==> config.mk <==
export PLATFORM = sky130hd
export DESIGN_NAME = button_event_arbiter_flat
export DESIGN_NICKNAME = d
export VERILOG_FILES = /design/src/rtl/button_event_arbiter_pkg.sv /design/src/rtl/button_event_arbiter_if.sv /design/src/rtl/button_event_arbiter_rr_pick.sv /design/src/rtl/button_event_arbiter.sv /design/src/flat_wrapper.sv
export SDC_FILE = /design/constraint.sdc
export NUM_CORES = 1
export LEC_CHECK = 0
export ABC_AREA = 1
export ABC_CLOCK_PERIOD_IN_PS = 1800
export BUFFER_PORTS_ARGS = -buffer_cell sky130_fd_sc_hd__buf_2
export CAP_MARGIN = 30
export CORE_MARGIN = 3
export CORE_UTILIZATION = 30
export CTS_BUF_LIST = sky130_fd_sc_hd__clkbuf_4 sky130_fd_sc_hd__clkbuf_8
export DETAILED_ROUTE_END_ITERATION = 10
export PLACE_DENSITY = 0.5
export SYNTH_ARGS = -nofsm -noshare
export SYNTH_HDL_FRONTEND = slang
export SYNTH_SLANG_ARGS = --single-unit
==> constraint.sdc <==
create_clock -name clk -period 1.8 [get_ports clk]
set_clock_uncertainty 0.1 [all_clocks]
set_input_delay 0.36 -clock clk [delete_from_list [all_inputs] [get_ports clk]]
set_output_delay 0.36 -clock clk [all_outputs]
set_load 0.01 [all_outputs]
==> src/rtl/button_event_arbiter_pkg.sv <==
// Shared types and helpers for the button event arbiter.
// Holds FSM states, parameter defaults and id width math.
package button_pkg;

  localparam int N_BTN_DEF = 4;
  localparam int GAP_DEF   = 4;

  typedef enum logic [1:0] {
    IDLE,
    OFFER,
    GAP
  } state_t;

  function automatic int idw_f(input int n);
    return (n > 1) ? $clog2(n) : 1;
  endfunction

endpackage

==> src/rtl/button_event_arbiter_if.sv <==
// Event offer handshake between the arbiter and its consumer.
// Master drives valid/id, slave drives ready.
interface button_event_arbiter_if #(
  parameter int IDW = 2
) ();

  logic           evt_valid;
  logic [IDW-1:0] evt_id;
  logic           evt_ready;

  modport master (
    output evt_valid,
    output evt_id,
    input  evt_ready
  );

  modport slave (
    input  evt_valid,
    input  evt_id,
    output evt_ready
  );

endinterface

==> src/rtl/button_event_arbiter_rr_pick.sv <==
// Combinational round-robin picker: first set request
// at or after ptr, wrapping from the top index to 0.
module rr_pick
  import button_pkg::*;
#(
  parameter  int N_BTN = N_BTN_DEF,
  localparam int IDW   = idw_f(N_BTN)
) (
  input  logic [N_BTN-1:0] req,
  input  logic [IDW-1:0]   ptr,
  output logic             found,
  output logic [IDW-1:0]   idx
);

  int j;

  // Scan downward so the nearest candidate is written last.
  always_comb begin
    found = 1'b0;
    idx   = '0;
    j     = 0;
    for (int k = N_BTN - 1; k >= 0; k--) begin
      j = int'(ptr) + k;
      if (j >= N_BTN) j = j - N_BTN;
      if (req[IDW'(j)]) begin
        found = 1'b1;
        idx   = IDW'(j);
      end
    end
  end

endmodule

==> src/rtl/button_event_arbiter.sv <==
// Button edge detector with pending flags, round-robin
// event offer and an enforced idle gap after each accept.
module button_event_arbiter
  import button_pkg::*;
#(
  parameter  int N_BTN      = N_BTN_DEF,
  parameter  int GAP_CYCLES = GAP_DEF,
  localparam int IDW        = idw_f(N_BTN)
) (
  input  logic                  clk,
  input  logic                  reset,
  input  logic [N_BTN-1:0]      btn_in,
  output logic [N_BTN-1:0]      pending,
  output logic                  overrun,
  button_event_arbiter_if.master evt
);

  state_t           state_q, state_d;
  logic [N_BTN-1:0] prev_q;
  logic [N_BTN-1:0] pend_q, pend_d;
  logic [IDW-1:0]   ptr_q, ptr_d;
  logic [7:0]       cnt_q, cnt_d;
  logic             valid_q, valid_d;
  logic [IDW-1:0]   id_q, id_d;
  logic             ovr_q, ovr_d;

  logic [N_BTN-1:0] rise;
  logic [N_BTN-1:0] clr;
  logic             found;
  logic [IDW-1:0]   pick;

  assign rise = btn_in & ~prev_q;

  rr_pick #(
    .N_BTN (N_BTN)
  ) u_pick (
    .req   (pend_q),
    .ptr   (ptr_q),
    .found (found),
    .idx   (pick)
  );

  always_ff @(posedge clk) begin
    if (reset) begin
      state_q <= IDLE;
      prev_q  <= '0;
      pend_q  <= '0;
      ptr_q   <= '0;
      cnt_q   <= '0;
      valid_q <= 1'b0;
      id_q    <= '0;
      ovr_q   <= 1'b0;
    end else begin
      state_q <= state_d;
      prev_q  <= btn_in;
      pend_q  <= pend_d;
      ptr_q   <= ptr_d;
      cnt_q   <= cnt_d;
      valid_q <= valid_d;
      id_q    <= id_d;
      ovr_q   <= ovr_d;
    end
  end

  always_comb begin
    state_d = state_q;
    ptr_d   = ptr_q;
    cnt_d   = cnt_q;
    valid_d = valid_q;
    id_d    = id_q;
    clr     = '0;
    unique case (state_q)
      IDLE: begin
        if (found) begin
          clr     = {{(N_BTN-1){1'b0}}, 1'b1} << pick;
          id_d    = pick;
          valid_d = 1'b1;
          state_d = OFFER;
        end
      end
      OFFER: begin
        if (evt.evt_ready) begin
          valid_d = 1'b0;
          ptr_d   = (id_q == IDW'(N_BTN - 1)) ?
                    '0 : id_q + IDW'(1);
          if (GAP_CYCLES == 0) begin
            state_d = IDLE;
          end else begin
            state_d = GAP;
            cnt_d   = 8'(GAP_CYCLES);
          end
        end
      end
      GAP: begin
        cnt_d = cnt_q - 8'd1;
        if (cnt_q <= 8'd1) state_d = IDLE;
      end
      default: state_d = IDLE;
    endcase
    // A fresh rise beats a same-cycle grant clear.
    pend_d = (pend_q & ~clr) | rise;
    ovr_d  = |(rise & pend_q & ~clr);
  end

  assign evt.evt_valid = valid_q;
  assign evt.evt_id    = id_q;
  assign pending       = pend_q;
  assign overrun       = ovr_q;

endmodule
==> src/flat_wrapper.sv <==
// flat-port wrapper written by rule: the top's interface ports become plain ports
module button_event_arbiter_flat import button_pkg::*;
#(
  parameter  int N_BTN      = N_BTN_DEF,
  parameter  int GAP_CYCLES = GAP_DEF,
  localparam int IDW        = idw_f(N_BTN)
)
  (clk, reset, btn_in, pending, overrun, evt_evt_valid, evt_evt_id, evt_evt_ready);
  button_event_arbiter_if evt_i ();
  input  logic clk;
  input  logic reset;
  input  logic [N_BTN-1:0] btn_in;
  output logic [N_BTN-1:0] pending;
  output logic overrun;
  output wire logic [$bits(evt_i.evt_valid)-1:0] evt_evt_valid;
  output wire logic [$bits(evt_i.evt_id)-1:0] evt_evt_id;
  input wire logic [$bits(evt_i.evt_ready)-1:0] evt_evt_ready;
  assign evt_evt_valid = evt_i.evt_valid;
  assign evt_evt_id = evt_i.evt_id;
  assign evt_i.evt_ready = evt_evt_ready;
  button_event_arbiter #(.N_BTN(N_BTN), .GAP_CYCLES(GAP_CYCLES)) u_core (.clk(clk), .reset(reset), .btn_in(btn_in), .pending(pending), .overrun(overrun), .evt(evt_i));
endmodule
* After elaboration in Yosys (flattened, before gate mapping) *
Cells that the tools add are included.

storage, ports and cells
  logic and storage cells = 85
  bits in registers = 24

operators by class
  eq/ne operators = 6
  add/subtract/negate cells = 9
  magnitude comparators = 9
  shift operators = 1
  bitwise gates (word level) = 7
  mux-type cells = 36
  reductions and logical operators = 9

operator list
  cell                                                                      number
  2-bit 2-to-1 mux                                                          12
  4-bit bitwise AND                                                         4
  2-bit by 4-bit < comparator with 1-bit output (second input constant)     4
  8-bit one-hot mux with 2 select lines                                     1
  1-bit 2-to-1 mux                                                          14
  3-bit >= comparator (second input constant)                               3
  1-bit binary-select mux with 2-bit select                                 4
  8-bit by 1-bit <= comparator with 1-bit output (second input constant)    1
  4-bit 2-to-1 mux                                                          2
  8-bit 2-to-1 mux                                                          1
  4-bit NOT                                                                 2
  2-bit by 1-bit subtractor with 2-bit output (second input constant)       4
  8-bit by 1-bit subtractor with 8-bit output (second input constant)       1
  2-bit by 2-bit adder with 3-bit output (second input constant)            2
  2-bit one-hot mux with 3 select lines                                     1
  2-bit AND reduction                                                       3
  3-bit AND reduction                                                       2
  2-bit equality test (second input constant)                               2
  2-bit by 1-bit inequality test with 1-bit output (second input constant)  2
  4-bit bitwise OR                                                          1
  2-bit nonzero test                                                        2
  4-bit OR reduction                                                        1
  1-bit by 2-bit left shift with 4-bit output (first input constant)        1
  2-bit by 1-bit adder with 3-bit output (second input constant)            1
  6 further kinds                                                           6

* Logic depth before layout (Yosys ltp) *
  word-level depth = 16
  mapped depth = 16
  depth with buffers taken out = 15

* Cells and area by module *
Synthesis repeated with hierarchy kept, for this count alone.

second synthesis, totals
  cell total of the unflattened synthesis = 214
  area, all modules = 1328.8 µm²

modules (own cells, without submodules)
  module                seq. area each (µm²)  cells each  area each (µm²)  times used
  button_event_arbiter  480.5                 168         1116.1           1
  rr_pick               0.0                   46          212.7            1

* Worst setup path after synthesis *
Ideal clock, no wire load.

  path kind = register to register
  start = register u_core.pend_q[1], in the netlist u_core.pending[1]
  end = register u_core.ovr_q, in the netlist u_core.overrun
  stages on the path, launching flop included = 14
  arrival = 1.331 ns
  path slack = 0.241 ns
  required time = 1.572 ns
  cell sequence = dfxtp_1 -> inv_1 -> o21ai_1 -> nand2_1 -> nand2_1 -> nor2_1 -> nand2_1 -> nand2_2 -> nor2_4 -> nand2_1 -> nand2_1 -> nand2_1 -> nor2_1 -> nor2_1

on the way
  cells in the longest elaborated chain, start to end = 13
  elaborated cells on any way between the ends = 27
  those cells by class = shift (1); mux (22); bitwise (3); reduce/logical (1)

RTL lines
  what                                                 RTL line                            source
  start: declaration                                   button_event_arbiter.sv:20          logic [N_BTN-1:0] pend_q, pend_d;
  start signal: assignment                             button_event_arbiter.sv:56          pend_q <= pend_d;
  1-bit binary-select mux with 2-bit select            button_event_arbiter_rr_pick.sv:25  if (req[IDW'(j)]) begin
  1-bit 2-to-1 mux (not written as such) (2 in a row)  button_event_arbiter_rr_pick.sv:25
  2-bit 2-to-1 mux (4 in a row)                        button_event_arbiter_rr_pick.sv:25
  1-bit by 2-bit left shift with 4-bit output          button_event_arbiter.sv:75          clr = {{(N_BTN-1){1'b0}}, 1'b1} << pick;
  4-bit 2-to-1 mux                                     button_event_arbiter.sv:74          if (found) begin
  4-bit 2-to-1 mux                                     button_event_arbiter.sv:72          unique case (state_q)
  4-bit NOT                                            button_event_arbiter.sv:102         ovr_d = |(rise & pend_q & ~clr);
  4-bit bitwise AND (*)                                button_event_arbiter.sv:102
  4-bit OR reduction (*)                               button_event_arbiter.sv:102
  end signal: assignment                               button_event_arbiter.sv:61          ovr_q <= ovr_d;
  end: declaration                                     button_event_arbiter.sv:25          logic ovr_q, ovr_d;

Mark *: on every way between the ends. The rest lies on a longest branch, timed or not. The select of a mux whose other input is x is not followed.
A chain may end at the register's enable or synchronous reset.

* Worst setup path in the final report *
  start = register u_core.ptr_q[0]
  end = register u_core.ovr_q, in the netlist u_core.overrun

on the way
  cells in the longest elaborated chain, start to end = 16
  elaborated cells on any way between the ends = 41
  those cells by class = add/sub (7); order compare (4); shift (1); mux (26); bitwise (2); reduce/logical (1)

RTL lines
  what                                                                                       RTL line                            source
  start: declaration                                                                         button_event_arbiter.sv:21          logic [IDW-1:0] ptr_q, ptr_d;
  start signal: assignment                                                                   button_event_arbiter.sv:57          ptr_q <= ptr_d;
  2-bit by 2-bit adder with 3-bit output                                                     button_event_arbiter_rr_pick.sv:23  j = int'(ptr) + k;
  3-bit >= comparator / 2-bit by 1-bit subtractor with 2-bit output (equally long branches)  button_event_arbiter_rr_pick.sv:24  if (j >= N_BTN) j = j - N_BTN;
  2-bit 2-to-1 mux                                                                           button_event_arbiter_rr_pick.sv:24
  1-bit binary-select mux with 2-bit select                                                  button_event_arbiter_rr_pick.sv:25
  1-bit 2-to-1 mux (not written as such) (2 in a row)                                        button_event_arbiter_rr_pick.sv:25
  2-bit 2-to-1 mux (4 in a row)                                                              button_event_arbiter_rr_pick.sv:25
  1-bit by 2-bit left shift with 4-bit output                                                button_event_arbiter.sv:75
  4-bit 2-to-1 mux (*)                                                                       button_event_arbiter.sv:74
  4-bit 2-to-1 mux (*)                                                                       button_event_arbiter.sv:72
  4-bit NOT (*)                                                                              button_event_arbiter.sv:102
  4-bit bitwise AND (*)                                                                      button_event_arbiter.sv:102
  4-bit OR reduction (*)                                                                     button_event_arbiter.sv:102

Marks and branches as above.

==> impl_metrics.json <==
{
  "cts_buffer_depth": 2,
  "synth.most_common_cell": "nand2_1",
  "leakage_uw": 0.000709,
  "cts_tree": "built",
  "worstPathRequired_ns": 1.85,
  "cp_common_cell": "nand2_1",
  "drtIter0Drc": 52,
  "grt_pass1_vias": 1070,
  "drv_cap": 0,
  "synth_top_cell_by_area": "dfxtp_1",
  "arrival_ns": 1.76,
  "synthTopCellsByArea": "dfxtp_1 (39%), nand2_1 (13%), inv_1 (7.9%), nor2_1 (7.3%), a21oi_1 (5.3%)",
  "netlist_area_um2": 1230,
  "slowest_stage": "dfxtp_4",
  "max_slew_margin_pct": 74.9,
  "dpl_cell_area_um2": 1350,
  "clock-sinks": 24,
  "vias": 1132,
  "worstSetupPathType": "reg -> reg",
  "ys_seq_area_share_pct": 39.1,
  "track_usage_pct": 11.5,
  "hold_viol": 0,
  "nets": 213,
  "num_rows": 22,
  "grt_pass1_wl_um": 4600,
  "synth_top_area_share_pct": 39.1,
  "die-area_um2": 4900,
  "rsz0062_at_grt": "yes",
  "design_area_um2": 1480,
  "syn_inst": 183,
  "cp-end-kind": "flop",
  "ys_types": 25,
  "drc": 0,
  "ant_nets": 0,
  "clk_latency_ns": 0.27,
  "cts_max_level": 1,
  "antenna_found_initial": 0,
  "synth_edf_count": 0,
  "gp_congestion": 0.816,
  "fin_crit_ns": 1.71,
  "synthFlopType": "dfxtp_1",
  "critPathLaunchType": "flop",
  "p_per_area_nw_per_um2": 1210,
  "vias_per_cell": 4.55,
  "die_h_um": 70.0,
  "path_max_fanout": 5,
  "synth_nets": 193,
  "synthArstFlopShare_pct": 0,
  "die_w_um": 70.0,
  "root_buffer": "clkbuf_8",
  "io_pins": 15,
  "gr-total-overflow": 0,
  "port_buffers": 14,
  "crit_chain": "buf_12 > inv_6 > nand2_2 > nand3_1 > nand2_2 > inv_2 > nand2_1 > nand2_1 > nand2_2 > nor2_4 > nand2_1 > nand2_1 > nand2_1 > nor2_1 > nor2_1",
  "antenna_cells": 0,
  "core_um2": 3800,
  "vdd_drop_max_uv": 319,
  "fmax_mhz": 585,
  "syn2layout_area_growth_pct": 19.9,
  "finalCritPeriodShare_pct": 95.0,
  "wirelength_um": 2680,
  "synth.avg_cell_area_um2": 6.72,
  "hp-class": "in -> reg",
  "max_stage_delay_ns": 0.36,
  "drt_first_pass_iters": 5,
  "dp_hpwl_um": 2030,
  "synth_commonest_cells": "nand2_1 (43), inv_1 (26), dfxtp_1 (24), nor2_1 (24)",
  "preCtsSetupSlack_ns": -0.0277,
  "slew_violations": 0,
  "grt_start_max_net_pins": 16,
  "routedWlPerCell_um": 10.8,
  "worst_pin_slew_ns": 0.374,
  "hold_buffers": 0,
  "start_util_pct": 32.4,
  "yosysWarningCount": 0,
  "layout_setup_ws_ns": 0.0906,
  "setup_viol": 0,
  "cts_buffers": 3,
  "drive_gt1_share_pct": 25.9,
  "status": "complete, no violations",
  "ys_ff_latch": 24,
  "clk_pin_slew_ns": 0.08
}
## worst max-delay path: cells and delay by family (launching register included)
family | cells | cell delay [ns]
buffers and inverters | 3 | 0.24
AND/OR/NAND/NOR | 12 | 0.87
flip-flops | 1 | 0.36
## through the flow
step | power, µW | hold slack [ns] | TNS [ns] | cells | util, %
after floorplan | 1210 | 0.329 | 0 | 183 | -
after global placement | 1370 | 0.358 | -0.0172 | 243 | 35.5
after detailed placement | 1380 | 0.353 | -0.0277 | 243 | 35.5
after CTS | 1700 | 0.196 | 0 | 246 | 36.6
after global routing | 1940 | 0.218 | -0.0407 | 249 | 38.8
final | 1790 | 0.202 | 0 | 249 | 38.8
## area by class of cell
type / count / area, µm²
clock buffers: 3 / 41.3
inverters: 28 / 110
repair buffers: 18 / 110
well taps: 48 / 60.1
fillers: 410 / 2320
multi-input cells: 128 / 664
flip-flops and latches: 24 / 489
## layout by cell type, fill, tap and decap left out, types with 9 or more instances in the layout
cell | synthesis | routed
a21oi_1 | 13 | 13
nand3_1 | 13 | 10
dfxtp_1 | 24 | 19
nand2_1 | 43 | 37
o21ai_0 | 9 | 9
inv_1 | 26 | 24
buf_2 | 0 | 14
nand2_2 | 6 | 10
nor2_1 | 24 | 24
## layer usage
layer	GRT usage [%]	vias up	part of all wire, %
met4	5.74	0	2.1
met2	18.5	15	43
met1	14.3	492	52
met3	2.88	5	2.9
li1	-	620	-
met5	0	-	0
## report_power, final
part / internal (µW) / switching (µW) / total, µW
Combinational: 293 / 481 / 773
Clock: 150 / 173 / 323
Sequential: 625 / 70.6 / 695
## registers in the layout, indices dropped and copies added, names as in the netlist
register              cells
u_core.cnt_q              8
u_core.pending            4
u_core.prev_q             4
u_core.evt.evt_id         2
u_core.ptr_q              2
u_core.state_q            2
u_core.evt.evt_valid      1
u_core.overrun            1
## timing repair
item / 4_1_cts / 5_1_grt
gates cloned: 0 / 0
buffers inserted: 0 / 3
setup endpoints to repair: 1 / 3
pin swaps: 0 / 2
gates resized for setup: 1 / 19
## worst paths after layout
path | from | to | slack [ns] | cells after the start
worst max-delay path | u_core.ptr_q[0] | u_core.overrun | 0.09 | 15
worst min-delay path | btn_in[0] | u_core.prev_q[0] | 0.20 | 3
worst max register to register | u_core.ptr_q[0] | u_core.overrun | 0.09 | 15
worst min register to register | u_core.cnt_q[6] | u_core.cnt_q[6] | 0.37 | 1
## cells by family (layout without fill, tap and decap cells)
group | Yosys count | count (layout) | synth area share (%)
AND/OR/NAND/NOR | 95 | 95 | 33.9
adder cells (fa/ha/maj) | 3 | 3 | 3.05
buffers and inverters | 31 | 49 | 10.5
flip-flops | 24 | 24 | 39.1
AO/OA/AOI/OAI | 30 | 30 | 13.5
Note: power is estimated with default switching activity, not from simulation.
